<file path="src/rtl/stm_switch_sequencer.sv">
// Hands the duty/phase datapath between the normal and STM operators.
// Optional STM_SWITCH_TIMED_SWITCH_EN registers the mode request against a switch time.
module stm_switch_sequencer #(
    parameter int IDX_W = 16,
    parameter int CNT_W = 16
) (
    input  logic             CLK,
    input  logic             RST,
    input  logic             OP_MODE,
    input  logic             USE_START_IDX,
    input  logic [IDX_W-1:0] START_IDX,
    input  logic             USE_FINISH_IDX,
    input  logic [IDX_W-1:0] FINISH_IDX,
    input  logic [IDX_W-1:0] STM_CYCLE,
    input  logic             STM_DONE,
    input  logic [IDX_W-1:0] STM_IDX,
    input  logic [63:0]      SYS_TIME,
    input  logic [63:0]      SWITCH_TIME,
    input  logic             SWITCH_TIME_VALID,
    output logic             STM_SEL,
    output logic [1:0]       STATE,
    output logic             SWITCH_PULSE,
    output logic [CNT_W-1:0] SWITCH_CNT,
    output logic             IDX_ERR
);

    localparam logic [1:0] S_NORMAL      = 2'd0;
    localparam logic [1:0] S_WAIT_START  = 2'd1;
    localparam logic [1:0] S_STM         = 2'd2;
    localparam logic [1:0] S_WAIT_FINISH = 2'd3;

    logic       op_eff;
    logic [1:0] state_next;
    logic       sel_next;
    logic       err_set;
    logic       err_clr;
    logic       start_ok;
    logic       finish_ok;
    logic       start_hit;
    logic       finish_hit;

`ifdef STM_SWITCH_TIMED_SWITCH_EN
    // Request only follows OP_MODE once the armed switch time is reached.
    always_ff @(posedge CLK or posedge RST) begin
        if (RST) begin
            op_eff <= 1'b0;
        end else if (!SWITCH_TIME_VALID || (SYS_TIME >= SWITCH_TIME)) begin
            op_eff <= OP_MODE;
        end
    end
`else
    logic unused_time;
    assign unused_time = ^{SYS_TIME, SWITCH_TIME, SWITCH_TIME_VALID};
    assign op_eff = OP_MODE;
`endif

    assign start_ok   = START_IDX < STM_CYCLE;
    assign finish_ok  = FINISH_IDX < STM_CYCLE;
    assign start_hit  = STM_DONE && (STM_IDX == START_IDX);
    assign finish_hit = STM_DONE && (STM_IDX == FINISH_IDX);

    always_comb begin
        state_next = STATE;
        err_set    = 1'b0;
        err_clr    = 1'b0;
        case (STATE)
            S_NORMAL: begin
                if (op_eff) begin
                    if (USE_START_IDX && start_ok) begin
                        state_next = S_WAIT_START;
                        err_clr    = 1'b1;
                    end else begin
                        state_next = S_STM;
                        err_set    = USE_START_IDX;
                    end
                end
            end
            S_WAIT_START: begin
                if (!op_eff) begin
                    state_next = S_NORMAL;
                end else if (start_hit) begin
                    state_next = S_STM;
                end
            end
            S_STM: begin
                if (!op_eff) begin
                    if (USE_FINISH_IDX && finish_ok) begin
                        state_next = S_WAIT_FINISH;
                        err_clr    = 1'b1;
                    end else begin
                        state_next = S_NORMAL;
                        err_set    = USE_FINISH_IDX;
                    end
                end
            end
            default: begin
                if (op_eff) begin
                    state_next = S_STM;
                end else if (finish_hit) begin
                    state_next = S_NORMAL;
                end
            end
        endcase
    end

    assign sel_next = (state_next == S_STM) || (state_next == S_WAIT_FINISH);

    always_ff @(posedge CLK or posedge RST) begin
        if (RST) begin
            STATE        <= S_NORMAL;
            STM_SEL      <= 1'b0;
            SWITCH_PULSE <= 1'b0;
            SWITCH_CNT   <= '0;
            IDX_ERR      <= 1'b0;
        end else begin
            STATE        <= state_next;
            STM_SEL      <= sel_next;
            SWITCH_PULSE <= sel_next != STM_SEL;
            if (sel_next != STM_SEL) begin
                SWITCH_CNT <= SWITCH_CNT + 1'b1;
            end
            if (err_set) begin
                IDX_ERR <= 1'b1;
            end else if (err_clr) begin
                IDX_ERR <= 1'b0;
            end
        end
    end

endmodule

</file>
<file path="config.mk">
export PLATFORM = sky130hd
export DESIGN_NAME = stm_switch_sequencer
export DESIGN_NICKNAME = d
export VERILOG_FILES = /design/src/rtl/stm_switch_sequencer.sv
export SDC_FILE = /design/constraint.sdc
export NUM_CORES = 1
export LEC_CHECK = 0
export CAP_MARGIN = 0
export CORE_MARGIN = 2
export CORE_UTILIZATION = 31
export DETAILED_ROUTE_END_ITERATION = 16
export MAX_ROUTING_LAYER = met4
export PLACE_DENSITY = 0.83
export SLEW_MARGIN = 20
export SYNTH_ARGS = -nofsm -noshare
export SYNTH_HDL_FRONTEND = slang
export SYNTH_SLANG_ARGS = --single-unit
</file>
<file path="constraint.sdc">
create_clock -name CLK -period 2.8 [get_ports CLK]
set_clock_uncertainty 0.05 [all_clocks]
set_input_delay 0.7 -clock CLK [delete_from_list [all_inputs] [get_ports CLK]]
set_output_delay 0.7 -clock CLK [all_outputs]
set_load 0.1 [all_outputs]
</file>
== Yosys cells after proc, flatten, opt, wreduce, memory -nomap -nowiden ==
Index checks and enable logic that the tools add are counted.

* Register bits after elaboration: 21
* Bits of input ports: 199

* Mux-type cells: 21
* Eq/ne operators: 7
* Add/sub/neg operators: 1
* Reduce and logical (&&, ||, !) cells: 7
* Order comparisons: 2

{| class="wikitable"
|+ Operator list
! cell !! count
|-
| 16-bit == test || 2
|-
| 16-bit less-than comparator || 2
|-
| 16-bit by 1-bit adder with 16-bit output, second input constant || 1
|-
| 2-bit 2-to-1 mux || 8
|-
| 1-bit 2-to-1 mux || 10
|-
| 2-bit == test, second input constant || 3
|-
| 2-bit one-hot mux with 3 select lines || 1
|-
| 1-bit logical AND || 4
|-
| 1-bit one-hot mux with 2 select lines || 2
|-
| 2-bit by 1-bit == test with 1-bit output, second input constant || 1
|-
| 2-bit zero test || 1
|-
| 2-bit nonzero test || 1
|-
| 1-bit logical OR || 1
|-
| 1-bit != test || 1
|}

== Logic depth before layout (Yosys ltp) ==
* Depth in word-level cells: 8
* Mapped depth: 11
* Gate-level depth less buffers: 10

== Least setup slack after synthesis ==
OpenSTA, ideal clock, no wires.

* Path type: input -> register
* From: input port STM_CYCLE[11]
* To: register SWITCH_CNT[1]
* Setup slack: -158 ps
* Data required time: 2,624 ps
* Cell stages on the path: 10
* Data arrival time: 2,782 ps
* Cells stage by stage: inv_1 > ha_1 > a211oi_1 > o211ai_1 > a221oi_1 > o21ai_1 > o311ai_4 > nand3_1 > and2_4 > mux2_4

* Cells in the longest elaborated chain, start to end: 8

{| class="wikitable"
|+ RTL lines
! what !! line !! text
|-
| start: declaration || 14 || <nowiki>input logic [IDX_W-1:0] STM_CYCLE,</nowiki>
|-
| 16-bit less-than comparator (on tied branches) || 58, 57 ||
|-
| 1-bit logical AND (on tied branches) || 87, 69 ||
|-
| 2-bit 2-to-1 mux (on tied branches) || 87, 69 ||
|-
| 2-bit 2-to-1 mux (on tied branches) || 86, 68 ||
|-
| 2-bit one-hot mux with 3 select lines (*) || 66 || <nowiki>case (STATE)</nowiki>
|-
| 2-bit == test || 106 || <nowiki>assign sel_next = (state_next == S_STM) || (state_next == S_WAIT_FINISH);</nowiki>
|-
| 1-bit logical OR (*) || 106 ||
|-
| 1-bit != test (*) || 119 || <nowiki>if (sel_next != STM_SEL) begin</nowiki>
|-
| end signal: assignment || 120 || <nowiki>SWITCH_CNT <= SWITCH_CNT + 1'b1;</nowiki>
|-
| end: declaration || 23 || <nowiki>output logic [CNT_W-1:0] SWITCH_CNT,</nowiki>
|}

Every way passes the cells marked *; elsewhere a longest branch is shown, timed or not.
A chain may end at the register's enable or synchronous reset.

== Worst setup path in the final report ==
* From: input port START_IDX[5]
* To: register SWITCH_CNT[1]

* Cells in the longest elaborated chain, start to end: 8

{| class="wikitable"
|+ RTL lines
! what !! line !! text
|-
| start: declaration || 11 || <nowiki>input logic [IDX_W-1:0] START_IDX,</nowiki>
|-
| 16-bit less-than comparator or 16-bit == test (tied branches) || 57, 59 ||
|-
| 1-bit logical AND (on tied branches) || 69, 59 ||
|-
| 2-bit 2-to-1 mux (on tied branches) || 69, 81 ||
|-
| 2-bit 2-to-1 mux (on tied branches) || 68, 79 ||
|-
| 2-bit one-hot mux with 3 select lines (*) || 66 ||
|-
| 2-bit == test || 106 ||
|-
| 1-bit logical OR (*) || 106 ||
|-
| 1-bit != test (*) || 119 ||
|}

Marked as above.

==> metrics <==
CP Data Required Time=a little under 3000 ps; number of antenna-violating nets in the routed design=0; proportion of layout cells with a drive suffix above 1=0.466; area overhead of the layout relative to synthesis=87.1%; DRC viols=0; post-synthesis instance area=2260 sq um; final clock period utilization by the worst path=1.00; slew of the pin with the lowest slew margin=802 ps; CTS sink count=21; global-route wire length before repair=about 12,000 um; routability cong.=0.877; flops & latches, synth=21; leading register cell type out of synthesis=sky130_fd_sc_hd__dfrtp_1; number of top-level pins=220; number of cells on the worst reg-to-reg path=7; number of hold-slack violations in the final timing report=0; clock latency reported for the late side of the worst-skew pair=between 200 and 300 ps; Tot GR Track Use=0.197; relative slew slack=0.464; Placed Instance Area=3650 sq um; Post-DP HPWL=5830 um; number of rows in the core area=31; Critical-path top delay cell=sky130_fd_sc_hd__or3_4; Hold WC Path Type=reg -> reg; Syn Inst Count=259; buffer cell driving the clock tree root=sky130_fd_sc_hd__clkbuf_8; Syn Area/Cell=8.73 sq um; Crit. End Element=flop; worst-case hold slack=427 ps; count of buffers from port buffering=90; Reg2Reg Setup Slack=roughly 750 ps; clock buffers created by TritonCTS=3; endpoint of the most critical register-to-register path=SWITCH_CNT[1]; critical-path maximum fanout=4; Critical Setup Path Class=in -> reg; register clock-pin slew on the reported worst setup and hold paths=around 80 ps; CTS tree=yes; share of the yosys chip area belonging to registers=0.232; Die Span X=89.4 um; total leakage power=0.00188 uW; sink of the worst hold path=SWITCH_CNT[15]; yosys warns=0; maximum ir drop on the vdd rail=498 uV; placeable core area=7180 sq um; total of endpoints with negative setup slack in the final report=0; kind of start point of the critical path=primary input; highest achievable clock rate=0.357 GHz; DR vias/cell=5.02; cell depth of the worst hold path=1; DR pass1 iterations=4; count of nets after finishing=approximately 640; setup repair after global routing missed its margin=true; number of enable flip-flop cells after synthesis=0; CTS HTree Levels=1; sum of routed wire length over all layers=around 8200 um; sum of buffers and inverters on the critical path=3; longest individual stage delay on the worst path=370 ps; post-synthesis async set-or-reset flop share=1.00; Distinct cells, synth=43; min cycle time layout=2800 ps; final non-filler cell area=4230 sq um; CP top delay family=simple AND/OR/NAND/NOR gates; starting density of the core=0.315; number of buffers on the longest clock path=2; overall die height=89.4 um; CTS hold repair buffers=0; Iter 0 DRT Violations=141; cell-by-cell listing of the critical path=dlygate4sd2_1 > buf_4 > xnor2_2 > nand4_1 > or3_4 > o31ai_4 > o311ai_4 > buf_4 > nand3_4 > and2_4 > mux2_4; run status=finished, final reports clean; full die area=8000 sq um; largest net degree at the start of global routing=22; Pins Over Slew Limit=0; Post-Syn Nets=489; worst reg2reg path startpoint=STATE[0]; number of max-cap violations=0; CP most frequent cell=sky130_fd_sc_hd__buf_4; arrival time reported for the critical path endpoint=between 2000 and 3000 ps; Cell Pwr Density=655 nW/um^2; worst hold start=SWITCH_CNT[15]; average routed wire per standard cell=16.0 um; total via count in the routed design=2,558; vias in the first global route=2,554; number of antenna violations at the first check in global routing=1; total grt overflow=0
-- metrics by stage --
step                worst slack, ps  cells  setup TNS [ps]   util  total power, uW
floorplan                      1.07    259               0      -             1760
global placement               -646    493          -10100  0.508             2260
detailed placement             -695    493          -11260  0.508             2290
CTS                            3.58    507               0  0.563             2630
global route                  -67.9    510            -365  0.590             2890
finish                        0.893    510               0  0.590             2770
-- synth_stat cells, types with 2 or more instances --
library cell	instances	area (sq um)
sky130_fd_sc_hd__nand3_1	9	45.0
sky130_fd_sc_hd__a21o_1	3	22.5
sky130_fd_sc_hd__nand2b_1	4	25.0
sky130_fd_sc_hd__nor2_1	11	41.3
sky130_fd_sc_hd__o21ai_0	11	55.1
sky130_fd_sc_hd__a21boi_0	3	22.5
sky130_fd_sc_hd__nor4_1	2	12.5
sky130_fd_sc_hd__mux2i_1	9	90.1
sky130_fd_sc_hd__nand2_1	19	71.3
sky130_fd_sc_hd__o21a_1	2	15.0
sky130_fd_sc_hd__nor3_1	9	45.0
sky130_fd_sc_hd__nor2b_1	2	12.5
sky130_fd_sc_hd__and3_1	4	25.0
sky130_fd_sc_hd__inv_1	21	78.8
sky130_fd_sc_hd__nand4_1	11	68.8
sky130_fd_sc_hd__a21oi_1	15	75.1
sky130_fd_sc_hd__xnor2_1	31	272
sky130_fd_sc_hd__dfrtp_1	21	526
sky130_fd_sc_hd__xor2_1	16	140
sky130_fd_sc_hd__ha_1	31	388
sky130_fd_sc_hd__a211oi_1	3	22.5
-- how the worst max path moves through the flow --
stage / startpoint / end / slack (ps) / cells after the start
after floorplan: STM_CYCLE[6] / SWITCH_CNT[1] / 1 / 10
after global placement: START_IDX[11] / SWITCH_CNT[1] / -650 / 10
after detailed placement: START_IDX[11] / SWITCH_CNT[1] / -700 / 10
after CTS: STM_CYCLE[11] / SWITCH_CNT[1] / 4 / 12
after global routing: STM_CYCLE[11] / SWITCH_CNT[1] / -70 / 12
final: START_IDX[5] / SWITCH_CNT[1] / 0.9 / 11
-- cells by family after synthesis --
| kind of cell | after synthesis | share of synthesized area |
|---|---|---|
| buffers and inverters | 23 | 0.0382 |
| AOI/OAI and AO/OA | 48 | 0.149 |
| xor gates and xnor gates | 47 | 0.182 |
| adders and majority gates | 31 | 0.171 |
| DFF | 21 | 0.232 |
| and+or+nand+nor | 79 | 0.181 |
| muxes | 10 | 0.0465 |
-- report_power, final --
group,switching (uW),internal [uW],leakage [uW]
Clock,105,99.3,0.0000255
Sequential,172,407,0.000247
Combinational,1280,705,0.00160
-- registers in the layout (all words and copies together), names as in the netlist --
register      cells
SWITCH_CNT       16
STATE             2
IDX_ERR           1
SWITCH_PULSE      1
STM_SEL           1
-- what timing repair did --
action                     4_1_cts  5_1_grt
resized for setup              135       64
setup endpoints to repair       18       17
pin swaps                       48       43
buffers inserted                10        1
hold endpoints to repair         0        0
cloned                           0        1
-- layer usage --
layer | wire (um) | vias up | GRT usage
met5 | 0 | - | -
met4 | 303 | 0 | 0.0706
met3 | 278 | 28 | 0.0175
met2 | 4380 | 95 | 0.364
met1 | 3220 | 1209 | 0.220
li1 | - | 1226 | -
-- cells in the final DEF, fill, tap and decap left out, types with 4 or more instances in the layout --
| master | netlist | routed |
|---|---|---|
| sky130_fd_sc_hd__nand3_1 | 9 | 8 |
| sky130_fd_sc_hd__inv_1 | 21 | 7 |
| sky130_fd_sc_hd__xor2_1 | 16 | 16 |
| sky130_fd_sc_hd__nand2_2 | 1 | 5 |
| sky130_fd_sc_hd__mux2i_1 | 9 | 8 |
| sky130_fd_sc_hd__ha_4 | 0 | 17 |
| sky130_fd_sc_hd__dlygate4sd2_1 | 0 | 39 |
| sky130_fd_sc_hd__a21oi_2 | 0 | 11 |
| sky130_fd_sc_hd__clkdlybuf4s50_1 | 0 | 7 |
| sky130_fd_sc_hd__o21ai_2 | 0 | 7 |
| sky130_fd_sc_hd__nand2_1 | 19 | 14 |
| sky130_fd_sc_hd__xnor2_2 | 0 | 9 |
| sky130_fd_sc_hd__ha_2 | 0 | 6 |
| sky130_fd_sc_hd__and3_1 | 4 | 4 |
| sky130_fd_sc_hd__dlymetal6s2s_1 | 0 | 8 |
| sky130_fd_sc_hd__nand4_1 | 11 | 11 |
| sky130_fd_sc_hd__nor3_1 | 9 | 8 |
| sky130_fd_sc_hd__clkbuf_2 | 0 | 9 |
| sky130_fd_sc_hd__nor2_1 | 11 | 10 |
| sky130_fd_sc_hd__inv_2 | 0 | 13 |
| sky130_fd_sc_hd__xnor2_1 | 31 | 22 |
| sky130_fd_sc_hd__dfrtp_1 | 21 | 21 |
| sky130_fd_sc_hd__buf_6 | 0 | 5 |
| sky130_fd_sc_hd__ha_1 | 31 | 8 |
| sky130_fd_sc_hd__clkdlybuf4s15_1 | 0 | 4 |
| sky130_fd_sc_hd__buf_4 | 0 | 75 |
-- area by class of cell --
cell class                 instances  area (sq um)
fill                             564          2940
multi-input combinational        216          2220
timing repair buffer             148          1230
sequential                        21           526
tap                               99           124
inverter                          21          81.3
clock buffer                       3          41.3
clock inverter                     1          5.00
antenna                            1          2.50
(Power assumes the default switching activity.)
